## src/rtl/tpu_apb_regfile_if.sv

```systemverilog
// APB bus bundle between the host master and the TPU control register file.
// Handshake: a transfer is one setup cycle (psel=1, penable=0) followed by one
// access cycle (psel=1, penable=1); there is no wait-state or error response,
// so every well-formed transfer completes in exactly two cycles.
interface tpu_apb_regfile_if;
  logic [31:0] i_paddr;
  logic        i_psel;
  logic        i_penable;
  logic        i_pwrite;
  logic [31:0] i_pwdata;
  logic [31:0] o_prdata;

  modport master (
    output i_paddr, i_psel, i_penable, i_pwrite, i_pwdata,
    input  o_prdata
  );

  modport slave (
    input  i_paddr, i_psel, i_penable, i_pwrite, i_pwdata,
    output o_prdata
  );
endinterface

```

## src/rtl/tpu_apb_regfile.sv

```systemverilog
// TPU control/status register file behind a fixed two-cycle APB responder.
// Writes commit on the setup->access edge; read data is registered on the
// setup edge so it is stable for the master at the end of the access phase.
module tpu_apb_regfile #(
  parameter logic [31:0] BASE_ADDR = 32'h0000_0000,
  parameter logic [31:0] ID_VALUE  = 32'h5450_0404
) (
  input  logic         i_clk,
  input  logic         i_rst_n,
  tpu_apb_regfile_if.slave apb,
  input  logic         i_busy,
  input  logic         i_done,
  output logic         o_start,
  output logic         o_soft_rst,
  output logic [7:0]   o_mode,
  output logic [127:0] o_cfg,
  output logic         o_irq,
  output logic [1:0]   o_dbg_state
);

  typedef enum logic [1:0] {
    ST_IDLE   = 2'd0,
    ST_SETUP  = 2'd1,
    ST_ACCESS = 2'd2
  } state_t;

  state_t state, state_n;

  logic        setup_go;   // entering SETUP from IDLE or ACCESS
  logic        commit;     // SETUP -> ACCESS edge
  logic        proto_err;  // penable without a preceding setup
  logic        hit;
  logic [31:0] rdata;

  logic        irq_en;
  logic        done;
  logic [31:0] scratch;
  logic [15:0] err_cnt;

  // Address decode: inside the 256-byte window, word aligned, at or below ERR_CNT.
  assign hit = (apb.i_paddr[31:8] == BASE_ADDR[31:8]) &&
               (apb.i_paddr[1:0] == 2'b00) &&
               (apb.i_paddr[7:0] <= 8'h24);

  assign o_dbg_state = state;

  // Phase tracking: next state and the edge events derived from it.
  always_comb begin
    state_n   = state;
    setup_go  = 1'b0;
    commit    = 1'b0;
    proto_err = 1'b0;
    case (state)
      ST_IDLE: begin
        if (apb.i_psel && !apb.i_penable) begin
          state_n  = ST_SETUP;
          setup_go = 1'b1;
        end else if (apb.i_psel && apb.i_penable) begin
          proto_err = 1'b1;
        end
      end
      ST_SETUP: begin
        if (!apb.i_psel) begin
          state_n = ST_IDLE;
        end else if (apb.i_penable) begin
          state_n = ST_ACCESS;
          commit  = 1'b1;
        end
      end
      ST_ACCESS: begin
        if (!apb.i_psel) begin
          state_n = ST_IDLE;
        end else if (!apb.i_penable) begin
          state_n  = ST_SETUP;
          setup_go = 1'b1;
        end else begin
          state_n   = ST_IDLE;
          proto_err = 1'b1;
        end
      end
      default: state_n = ST_IDLE;
    endcase
  end

  // Phase state register.
  always_ff @(posedge i_clk or negedge i_rst_n) begin
    if (!i_rst_n) state <= ST_IDLE;
    else          state <= state_n;
  end

  // Read mux for the current address; unmapped addresses read as zero.
  always_comb begin
    rdata = 32'h0;
    if (hit) begin
      case (apb.i_paddr[5:2])
        4'd0:    rdata = ID_VALUE;
        4'd1:    rdata = {16'h0, o_mode, 8'h0};
        4'd2:    rdata = {30'h0, done, i_busy};
        4'd3:    rdata = {31'h0, irq_en};
        4'd4:    rdata = o_cfg[31:0];
        4'd5:    rdata = o_cfg[63:32];
        4'd6:    rdata = o_cfg[95:64];
        4'd7:    rdata = o_cfg[127:96];
        4'd8:    rdata = scratch;
        4'd9:    rdata = {16'h0, err_cnt};
        default: rdata = 32'h0;
      endcase
    end
  end

  logic wr_commit;
  assign wr_commit = commit && apb.i_pwrite && hit;

  // Register file: write commits, pulses, sticky done, error counter, irq.
  always_ff @(posedge i_clk or negedge i_rst_n) begin
    if (!i_rst_n) begin
      apb.o_prdata <= 32'h0;
      o_start      <= 1'b0;
      o_soft_rst   <= 1'b0;
      o_mode       <= 8'h0;
      o_cfg        <= 128'h0;
      o_irq        <= 1'b0;
      irq_en       <= 1'b0;
      done         <= 1'b0;
      scratch      <= 32'h0;
      err_cnt      <= 16'h0;
    end else begin
      if (setup_go && !apb.i_pwrite) apb.o_prdata <= rdata;

      o_start    <= wr_commit && (apb.i_paddr[5:2] == 4'd1) && apb.i_pwdata[0];
      o_soft_rst <= wr_commit && (apb.i_paddr[5:2] == 4'd1) && apb.i_pwdata[1];

      if (wr_commit) begin
        case (apb.i_paddr[5:2])
          4'd1:    o_mode         <= apb.i_pwdata[15:8];
          4'd3:    irq_en         <= apb.i_pwdata[0];
          4'd4:    o_cfg[31:0]    <= apb.i_pwdata;
          4'd5:    o_cfg[63:32]   <= apb.i_pwdata;
          4'd6:    o_cfg[95:64]   <= apb.i_pwdata;
          4'd7:    o_cfg[127:96]  <= apb.i_pwdata;
          4'd8:    scratch        <= apb.i_pwdata;
          default: ;
        endcase
      end

      // A new completion wins over a simultaneous write-one-to-clear.
      if (i_done)
        done <= 1'b1;
      else if (wr_commit && (apb.i_paddr[5:2] == 4'd2) && apb.i_pwdata[1])
        done <= 1'b0;

      // Clear wins over a simultaneous error; otherwise saturate at all-ones.
      if (wr_commit && (apb.i_paddr[5:2] == 4'd1) && apb.i_pwdata[2])
        err_cnt <= 16'h0;
      else if ((proto_err || (commit && !hit)) && (err_cnt != 16'hFFFF))
        err_cnt <= err_cnt + 16'd1;

      o_irq <= done && irq_en;
    end
  end

endmodule

```

## src/flat_wrapper.sv

```systemverilog
// flat-port wrapper written by rule: the top's interface ports become plain ports
module tpu_apb_regfile_flat 
#(
  parameter logic [31:0] BASE_ADDR = 32'h0000_0000,
  parameter logic [31:0] ID_VALUE  = 32'h5450_0404
)
  (i_clk, i_rst_n, i_busy, i_done, o_start, o_soft_rst, o_mode, o_cfg, o_irq, o_dbg_state, apb_i_paddr, apb_i_psel, apb_i_penable, apb_i_pwrite, apb_i_pwdata, apb_o_prdata);
  tpu_apb_regfile_if apb_i ();
  input  logic i_clk;
  input  logic i_rst_n;
  input  logic i_busy;
  input  logic i_done;
  output logic o_start;
  output logic o_soft_rst;
  output logic [7:0] o_mode;
  output logic [127:0] o_cfg;
  output logic o_irq;
  output logic [1:0] o_dbg_state;
  input wire logic [$bits(apb_i.i_paddr)-1:0] apb_i_paddr;
  input wire logic [$bits(apb_i.i_psel)-1:0] apb_i_psel;
  input wire logic [$bits(apb_i.i_penable)-1:0] apb_i_penable;
  input wire logic [$bits(apb_i.i_pwrite)-1:0] apb_i_pwrite;
  input wire logic [$bits(apb_i.i_pwdata)-1:0] apb_i_pwdata;
  output wire logic [$bits(apb_i.o_prdata)-1:0] apb_o_prdata;
  assign apb_i.i_paddr = apb_i_paddr;
  assign apb_i.i_psel = apb_i_psel;
  assign apb_i.i_penable = apb_i_penable;
  assign apb_i.i_pwrite = apb_i_pwrite;
  assign apb_i.i_pwdata = apb_i_pwdata;
  assign apb_o_prdata = apb_i.o_prdata;
  tpu_apb_regfile #(.BASE_ADDR(BASE_ADDR), .ID_VALUE(ID_VALUE)) u_core (.i_clk(i_clk), .i_rst_n(i_rst_n), .apb(apb_i), .i_busy(i_busy), .i_done(i_done), .o_start(o_start), .o_soft_rst(o_soft_rst), .o_mode(o_mode), .o_cfg(o_cfg), .o_irq(o_irq), .o_dbg_state(o_dbg_state));
endmodule
```

## config.mk

```make
export PLATFORM = sky130hd
export DESIGN_NAME = tpu_apb_regfile_flat
export DESIGN_NICKNAME = d
export VERILOG_FILES = /design/src/rtl/tpu_apb_regfile_if.sv /design/src/rtl/tpu_apb_regfile.sv /design/src/flat_wrapper.sv
export SDC_FILE = /design/constraint.sdc
export NUM_CORES = 1
export LEC_CHECK = 0
export CORE_MARGIN = 4
export CORE_UTILIZATION = 40
export DETAILED_ROUTE_END_ITERATION = 10
export GPL_TIMING_DRIVEN = 0
export PLACE_DENSITY_LB_ADDON = 0.3
export SLEW_MARGIN = 10
export SYNTH_ARGS = -nofsm -noshare
export SYNTH_HDL_FRONTEND = slang
export SYNTH_SLANG_ARGS = --single-unit
```

## constraint.sdc

```tcl
create_clock -name i_clk -period 2.75 [get_ports i_clk]
set_input_delay 0.6875 -clock i_clk [delete_from_list [all_inputs] [get_ports i_clk]]
set_output_delay 0.6875 -clock i_clk [all_outputs]
set_load 0.03 [all_outputs]
```

# ---- Word level (Yosys, flattened, before mapping)
# Cells that the tools add are included.
dict set report totals {
  register_bits 223
  word_cells 86
  out_inout_bits 173
  input_bits 71
}
dict set report op_classes {
  add_sub_neg 1
  reduce_logical 34
  eq_ne 14
  magnitude_cmp 1
  n_mux 22
}
# op count
set ops {}
lappend ops {{case mux 32 bit (10 select lines)} 1}
lappend ops {{two-way mux 16 bit} 2}
lappend ops {{two-way mux 32 bit} 1}
lappend ops {{logical NOT 24 bit} 1}
lappend ops {{adder 16 x 1 -> 16 bit, second input constant} 1}
lappend ops {{== test 4 x 3 -> 1 bit, second input constant} 4}
lappend ops {{logical AND 1 bit} 16}
lappend ops {{inequality test 16 bit, second input constant} 1}
lappend ops {{AND reduction 2 bit} 8}
lappend ops {{two-way mux 1 bit} 11}
lappend ops {{== test 4 x 2 -> 1 bit, second input constant} 2}
lappend ops {{== test 4 bit, second input constant} 2}
lappend ops {{<= comparator 8 x 6 -> 1 bit, second input constant} 1}
lappend ops {{two-way mux 2 bit} 4}
lappend ops {{case mux 2 bit (3 select lines)} 1}
lappend ops {{== test 4 x 1 -> 1 bit, second input constant} 1}
lappend ops {{logical NOT 2 bit} 2}
lappend ops {{logical NOT 4 bit} 1}
lappend ops {{case mux 1 bit (2 select lines)} 2}
lappend ops {{nonzero test 2 bit} 2}
lappend ops {{logical NOT 1 bit} 3}
lappend ops {{inequality test 3 bit, second input constant} 1}
lappend ops {{== test 2 x 1 -> 1 bit, second input constant} 1}
lappend ops {{== test 2 bit, second input constant} 1}
lappend ops {{other kinds (2)} 2}

# ---- Logic depth before layout (Yosys ltp)
# Gate-level depths: netlist (run 1).
dict set report logic_depth {
  word_depth 9
  ltp_mapped 9
}

# ---- Worst setup path before layout (run 1)
# OpenSTA, ideal clock, no wires.
dict set report synth_timing {
  path_type {input to register}
  from {input apb_i_paddr[25]}
  to {register u_core.o_cfg[33]}
  t_required_ps 2625
  setup_slack_ps 206
  t_arrival_ps 2420
  n_path_buf 2
  stages 7
  path_cell_list {nor4_1 -> nand4_1 -> or3b_1 -> buf_2 -> nor3_4 -> buf_6 -> mux2_2}
}
dict set report synth_between {
  elab_chain_cells 5
}
# item line
set synth_lines {}
lappend synth_lines {{start, declared} flat_wrapper.sv:19} ;# input wire logic [$bits(apb_i.i_paddr)-1:0] apb_i_paddr;
lappend synth_lines {{logical NOT 24 bit} tpu_apb_regfile.sv:41} ;# assign hit = (apb.i_paddr[31:8] == BASE_ADDR[31:8]) &&
lappend synth_lines {{logical AND 1 bit} tpu_apb_regfile.sv:41}
lappend synth_lines {{logical AND 1 bit} tpu_apb_regfile.sv:42} ;# (apb.i_paddr[1:0] == 2'b00) &&
lappend synth_lines {{logical AND 1 bit} tpu_apb_regfile.sv:112} ;# assign wr_commit = commit && apb.i_pwrite && hit;
lappend synth_lines {{AND reduction 2 bit (no line)} n/a}
lappend synth_lines {{end signal, assigned} tpu_apb_regfile.sv:138} ;# 4'd5: o_cfg[63:32] <= apb.i_pwdata;
lappend synth_lines {{end, declared} tpu_apb_regfile.sv:16} ;# output logic [127:0] o_cfg,
# Every way passes these cells.
# A chain may end at the register's enable or synchronous reset.

# ---- Worst setup path after layout (run 1)
dict set report layout_timing {
  from {input apb_i_paddr[18]}
  to {register u_core.o_cfg[65]}
}
# Same word-level chain as after synthesis.

==> flow_summary.ini, run 1 <==
[critical_path]
endpoint = u_core.o_cfg[65]$_DFFE_PN0P_
worst-r2r-cell-count = 8
cp.required_ps = 3140
critPathLaunch = apb_i_paddr[18]
end_kind = flop
cp_max_fo = 10
critPathLaunchType = primary input
rrSetupSlack_ps = 280
r2r_start = u_core.err_cnt[1]$_DFFE_PN0P_
worstPathArrival_ps = 3120
path_class = in2reg
rr_endpoint = u_core.err_cnt[4]$_DFFE_PN0P_

[synth]
mappedNetlistArea_sq_um = 9790
syn_avg_cell_area_sq_um = 13.0
ys_types = 51
syn_inst = 752
synth-seq-area-share_pct = 57.0
ys_seq_elements = 223
ys_warn_count = 0
synth_fp_nets = 824
synthArstFlopShare_pct = 100
synth_ff_type = dfrtp_1
synth-edff-count = 0

[floorplanning]
dieArea_sq_um = 27100
fp.dieW_um = 164
coreArea_sq_um = 23800
num_io_pins = 244
std_cell_rows = 56
initial_utilization_pct = 41.2
die_h_um = 164

[layout]
fin_util_pct = 57.5
n_fill_cell = 1966
final_cells = 1364
drive_gt1_share_pct = 24.2
final_nets = 1101
antenna_cells = 0
syn2layout_area_growth_pct = 39.5
final_cell_mix = clkdlybuf4s50_1 (241), dfrtp_1 (223), mux2_2 (149)
layout_commonest_cell = clkdlybuf4s50_1

[grt]
grt.overflow.total = 0
grt_pass1_wl_mm = 48.4
track_usage_pct = 23.7
grt_pass1_vias = 7837
antenna_found_initial = 0
grt_max_degree = 85

[drt]
via_count = 7674
avgViaCountPerCell = 5.63
drcViolationCount = 0
drt_iter0_drc = 576
drtPass1Iterations = 5
wl_per_cell_um = 24.0
drt-total-wl_mm = 32.7
ant_nets = 0

[clock_tree]
htree_levels = 1
numCtsBuffers = 25
clk_pin_slew_ps = 60
clk_latency_ps = 520
cts_num_sinks = 223
clockRootBuffer = clkbuf_16
max-clock-path-buffers = 3
cts_tree = yes

[power]
p_per_area_nw_per_um2 = 514
vdd_drop_max_mv = 0.346
total_leakage_power_uw = 0.00626

[timing]
fmax_ghz = 0.367
worstMarginPinSlew_ps = 765
fin_crit_sh_pct = 99.1
hold_slack_ps = 197
slew_headroom_pct = 49.0
worst_slack_ps = 25.2
hold_viol = 0
fin_crit_ps = 2720
slew_violations = 0
skew_ps = 14.8
setup_viol = 0

[placement]
post-place-ws_ps = -1130
dp_cells = 1315
gp_congestion = 0.847
dp_hpwl_mm = 22.5
port_buffers = 242

[job]
maxCapViolCount = 0

[worst_hold_path]
hp-class = in2async

[status]
status = completed
synthesized netlist by cell type (8+ instances only):
cell	n	area, sq um
a21o_1	9	67.6
a21oi_1	9	45.0
a221oi_1	12	105
a222oi_1	19	190
a22o_1	8	70.1
a22oi_1	33	248
a31oi_1	8	50.1
and2_1	10	62.6
buf_2	8	40.0
buf_6	9	101
clkbuf_1	23	86.3
dfrtp_1	223	5580
mux2_1	28	315
mux2_2	149	1680
mux2i_1	11	110
nand2_1	60	225
nand3_1	12	60.1
nor2_1	14	52.6
o21ai_0	31	155
through the flow:
step / cell area [sq um] / setup TNS, ps / power, uW
after floorplan: 9790 / 0 / 3570
after global placement: 12600 / -2063750 / 3850
after detailed placement: 12700 / -149160 / 3870
after CTS: 13600 / -692 / 7070
after global routing: 13700 / -2620 / 7260
final: 13700 / 0 / 7030
power by group:
part | internal, uW | total [uW] | leakage, uW | switching, uW
Sequential | 3330 | 3390 | 0.00310 | 68.1
Combinational | 175 | 437 | 0.00276 | 262
Clock | 1890 | 3190 | 0.000398 | 1310
layout make-up:
type / count / area (sq um) / share of cell area [%]
Clock buffer: 33 / 706 / 5.17
Tap cell: 319 / 399 / 2.92
Inverter: 1 / 3.75 / 0.0275
Timing Repair Buffer: 251 / 2550 / 18.6
Buffer: 50 / 372 / 2.72
Multi-Input combinational cell: 477 / 3980 / 29.1
Sequential cell: 223 / 5580 / 40.8
Clock inverter: 10 / 78.8 / 0.577
critical path, cell delays in order:
cell	delay (ps)
clkdlybuf4s50_1	430
nor4_2	320
nand4_1	220
or3b_1	390
buf_2	180
nor2b_1	110
clkbuf_4	210
buf_6	200
mux2_2	350
timing repair:
item	CTS	global route
setup buffers	5	2
hold buffers	0	0
pin swaps	4	3
endpoints found under the setup margin	200	167
resized for setup	20	39
cloned	0	0
kinds of logic (layout without fill, tap and decap cells):
| group | count (synthesis) | in the layout | synth area share, % |
|---|---|---|---|
| AND/OR/NAND/NOR | 141 | 141 | 7.38 |
| XOR/XNOR | 6 | 6 | 0.537 |
| buffers and inverters | 52 | 345 | 3.05 |
| AO/OA/AOI/OAI | 141 | 141 | 10.4 |
| adder cells (fa/ha/maj) | 1 | 1 | 0.128 |
| flip-flops | 223 | 223 | 57.0 |
| multiplexers | 188 | 188 | 21.5 |
state kept, by name (all words and copies together) (netlist names):
register,count
u_core.o_cfg,128
u_core.apb.o_prdata,32
u_core.scratch,32
u_core.err_cnt,16
u_core.o_mode,8
u_core.o_dbg_state,2
u_core.done,1
u_core.irq_en,1
u_core.o_irq,1
u_core.o_soft_rst,1
u_core.o_start,1
routing by layer:
layer	share of wire [%]	up-vias	global-route usage, %	routed length (um)
li1	-	3369	-	-
met1	42	3928	32.7	13900
met2	47	323	38.3	15500
met3	7.6	54	5.14	2500
met4	2.7	0	6.09	872
met5	0	-	0	0
worst min path at each step:
| stage | slack, ps | start | depth (start not counted) | to |
|---|---|---|---|---|
| after floorplan | 390 | i_rst_n | 0 | u_core.apb.o_prdata[0]$_DFFE_PN0P_ |
| after global placement | 460 | u_core.apb.o_prdata[24]$_DFFE_PN0P_ | 2 | u_core.apb.o_prdata[24]$_DFFE_PN0P_ |
| after detailed placement | 460 | u_core.apb.o_prdata[1]$_DFFE_PN0P_ | 1 | u_core.apb.o_prdata[1]$_DFFE_PN0P_ |
| after CTS | 200 | i_rst_n | 1 | u_core.o_irq$_DFF_PN0_ |
| after global routing | 230 | i_rst_n | 1 | u_core.scratch[3]$_DFFE_PN0P_ |
| final | 200 | i_rst_n | 1 | u_core.o_start$_DFF_PN0_ |
Note: power is estimated with default switching activity, not from simulation.
==> run 2: changes to the inputs <==
--- a/config.mk
+++ b/config.mk
@@ -5,9 +5,11 @@
 export SDC_FILE = /design/constraint.sdc
 export NUM_CORES = 1
 export LEC_CHECK = 0
+export CAP_MARGIN = 20
 export CORE_MARGIN = 4
 export CORE_UTILIZATION = 40
 export DETAILED_ROUTE_END_ITERATION = 10
+export GPL_ROUTABILITY_DRIVEN = 0
 export GPL_TIMING_DRIVEN = 0
 export PLACE_DENSITY_LB_ADDON = 0.3
 export SLEW_MARGIN = 10
==> constraint.sdc (replaced) <==
create_clock -name i_clk -period 3.1 [get_ports i_clk]
set_input_delay 0.775 -clock i_clk [delete_from_list [all_inputs] [get_ports i_clk]]
set_output_delay 0.775 -clock i_clk [all_outputs]
set_load 0.03 [all_outputs]
==> run 2 against run 1 <==
Effect of this change: non-clock buffer count fell by 3; critical path type unchanged; critical path depth decreased by 2; clock power is 11% lower; critical endpoint is now u_core.err_cnt[9]$_DFFE_PN0P_; clock skew is 1.2 ps lower; wire length fell by 0.54%; register-to-register slack better by 310 ps; die area unchanged; hold slack improved by 90 ps; sequential share of layout area up 0.35 points; sequential cell count unchanged.
==> flow_summary.ini, run 2 (same netlist as run 1, synthesis figures left out) <==
[placement]
dp_cells = 1315
port_buffers = 242
placed_area_sq_um = 12700
dp_hpwl_mm = 22.5

[critical_path]
slowest_stage = nor3_4
path_cells = clkdlybuf4s50_1, buf_2, nand2b_2, nor3_4, nand4_1, or4b_2, nand2_1
r2r_start = u_core.o_dbg_state[1]$_DFFE_PN0P_
endpoint = u_core.err_cnt[9]$_DFFE_PN0P_
cp_max_fo = 10
end_kind = flop
critPathLaunch = apb_i_paddr[3]
path_class = in2reg
critical_path.top_delay_family = simple AND/OR/NAND/NOR gates
worst-r2r-cell-count = 8
critPathLaunchType = primary input
max_stage_delay_ps = 540
rr_endpoint = u_core.o_cfg[21]$_DFFE_PN0P_
rrSetupSlack_ps = 590
crit_cells = 7
cp.required_ps = 3500
cp_num_buf_inv = 2
worstPathArrival_ps = 3440

[drt]
via_count = 7637
wl_per_cell_um = 23.9
avgViaCountPerCell = 5.61
drt_iter0_drc = 632
drcViolationCount = 0
ant_nets = 0
drtPass1Iterations = 5
drt-total-wl_mm = 32.6

[timing]
fmax_ghz = 0.329
skew_ps = 13.7
slew_violations = 0
setup_viol = 0
fin_crit_sh_pct = 98.1
fin_crit_ps = 3040
hold_viol = 0
worstMarginPinSlew_ps = 957
slew_headroom_pct = 35.9

[floorplanning]
dieArea_sq_um = 27100
initial_utilization_pct = 41.2
num_io_pins = 244
die_h_um = 164
fp.dieW_um = 164
std_cell_rows = 56
coreArea_sq_um = 23800

[layout]
syn2layout_area_growth_pct = 38.3
layout_commonest_cell = clkdlybuf4s50_1
largestRegisters = u_core.o_cfg x128, u_core.apb.o_prdata x32, u_core.scratch x32
largest-register = u_core.o_cfg
antenna_cells = 0
n_fill_cell = 1982
largest_register_ff_count = 128
final_cells = 1361
drive_gt1_share_pct = 22.9
final_cell_mix = clkdlybuf4s50_1 (241), dfrtp_1 (223), mux2_2 (149)
final_nets = 1098
fin_area_sq_um = 13500

[clock_tree]
clk_latency_ps = 520
clk_pin_slew_ps = 60
cts_num_sinks = 223
htree_levels = 1
max-clock-path-buffers = 3
numCtsBuffers = 25
clockRootBuffer = clkbuf_16
cts_tree = yes
ctsHoldBuffers = 0

[worst_hold_path]
hp-class = in2async

[grt]
antenna_found_initial = 0
grt_pass1_wl_mm = 48.5
grt_pass1_vias = 7787
track_usage_pct = 23.7
grt.overflow.total = 0
grt_max_degree = 85

[status]
status = completed

[power]
vdd_drop_max_mv = 0.305
p_per_area_nw_per_um2 = 459
total_leakage_power_uw = 0.00620

[job]
maxCapViolCount = 0
==> run 2: timing repair <==
action,in CTS,in global routing
endpoints found under the setup margin,44,85
buffers inserted,0,3
resized for setup,10,12
hold endpoints to repair,0,0
pin swaps,1,2
==> run 2: worst register-to-register path, cell delays in order (launching register included) <==
cell and delay [ps]:
dfrtp_1 420, and4b_1 270, and2_1 190, or3b_1 360, buf_2 190, nor2b_1 110
buf_2 190, buf_4 280, mux2_2 380
==> run 2: stage by stage <==
step	TNS (ps)	hold slack [ps]	utilization [%]	worst slack (ps)	total power, uW
6_report	0	287	57.0	58.9	6220
3_5_place_dp	-91710	465	53.4	-863	3430
4_1_cts	0	286	56.8	23.0	6270
3_3_place_gp	-1947850	464	53.1	-8350	3410
5_1_grt	-6.76	324	57.0	-6.76	6430
2_1_floorplan	0	460	-	468	3170
==> run 2: routing by layer <==
metal / global-route usage, % / part of all wire, % / up-vias / wire (um)
met5: 0 / 0 / - / 0
met4: 6.09 / 2.6 / 0 / 853
met3: 5.09 / 7.5 / 53 / 2460
met2: 38.2 / 47 / 312 / 15300
met1: 33.0 / 43 / 3917 / 14000
li1: - / - / 3355 / -
==> run 2: report_power, final <==
| part | switching [uW] | leakage (uW) | internal [uW] | total [uW] |
|---|---|---|---|---|
| combinational | 229 | 0.00270 | 152 | 380 |
| clock | 1160 | 0.000398 | 1670 | 2830 |
| sequential | 58.1 | 0.00310 | 2950 | 3010 |
| total | 1440 | 0.00620 | 4780 | 6220 |
==> run 2: final cells by class <==
cell class              instances  area [sq um]  area share, %
clock buffers                  33           706           5.21
clock inverters                10          78.8          0.582
flip-flops and latches        223          5580           41.2
multi-input cells             477          3950           29.1
well taps                     319           399           2.95
inverters                       1          3.75         0.0277
plain buffers                  51           315           2.33
repair buffers                247          2520           18.6
==> run 2: worst min-delay path by stage <==
| stage | startpoint | endpoint | slack, ps | cells after the start |
|---|---|---|---|---|
| after floorplan | u_core.err_cnt[6]$_DFFE_PN0P_ | u_core.err_cnt[6]$_DFFE_PN0P_ | 460 | 1 |
| after global routing | i_rst_n | u_core.o_cfg[123]$_DFFE_PN0P_ | 320 | 1 |
| final | i_rst_n | u_core.o_irq$_DFF_PN0_ | 290 | 1 |
| after global placement | u_core.apb.o_prdata[24]$_DFFE_PN0P_ | u_core.apb.o_prdata[24]$_DFFE_PN0P_ | 460 | 2 |
| after CTS | i_rst_n | u_core.o_irq$_DFF_PN0_ | 290 | 1 |
| after detailed placement | u_core.apb.o_prdata[1]$_DFFE_PN0P_ | u_core.apb.o_prdata[1]$_DFFE_PN0P_ | 460 | 1 |
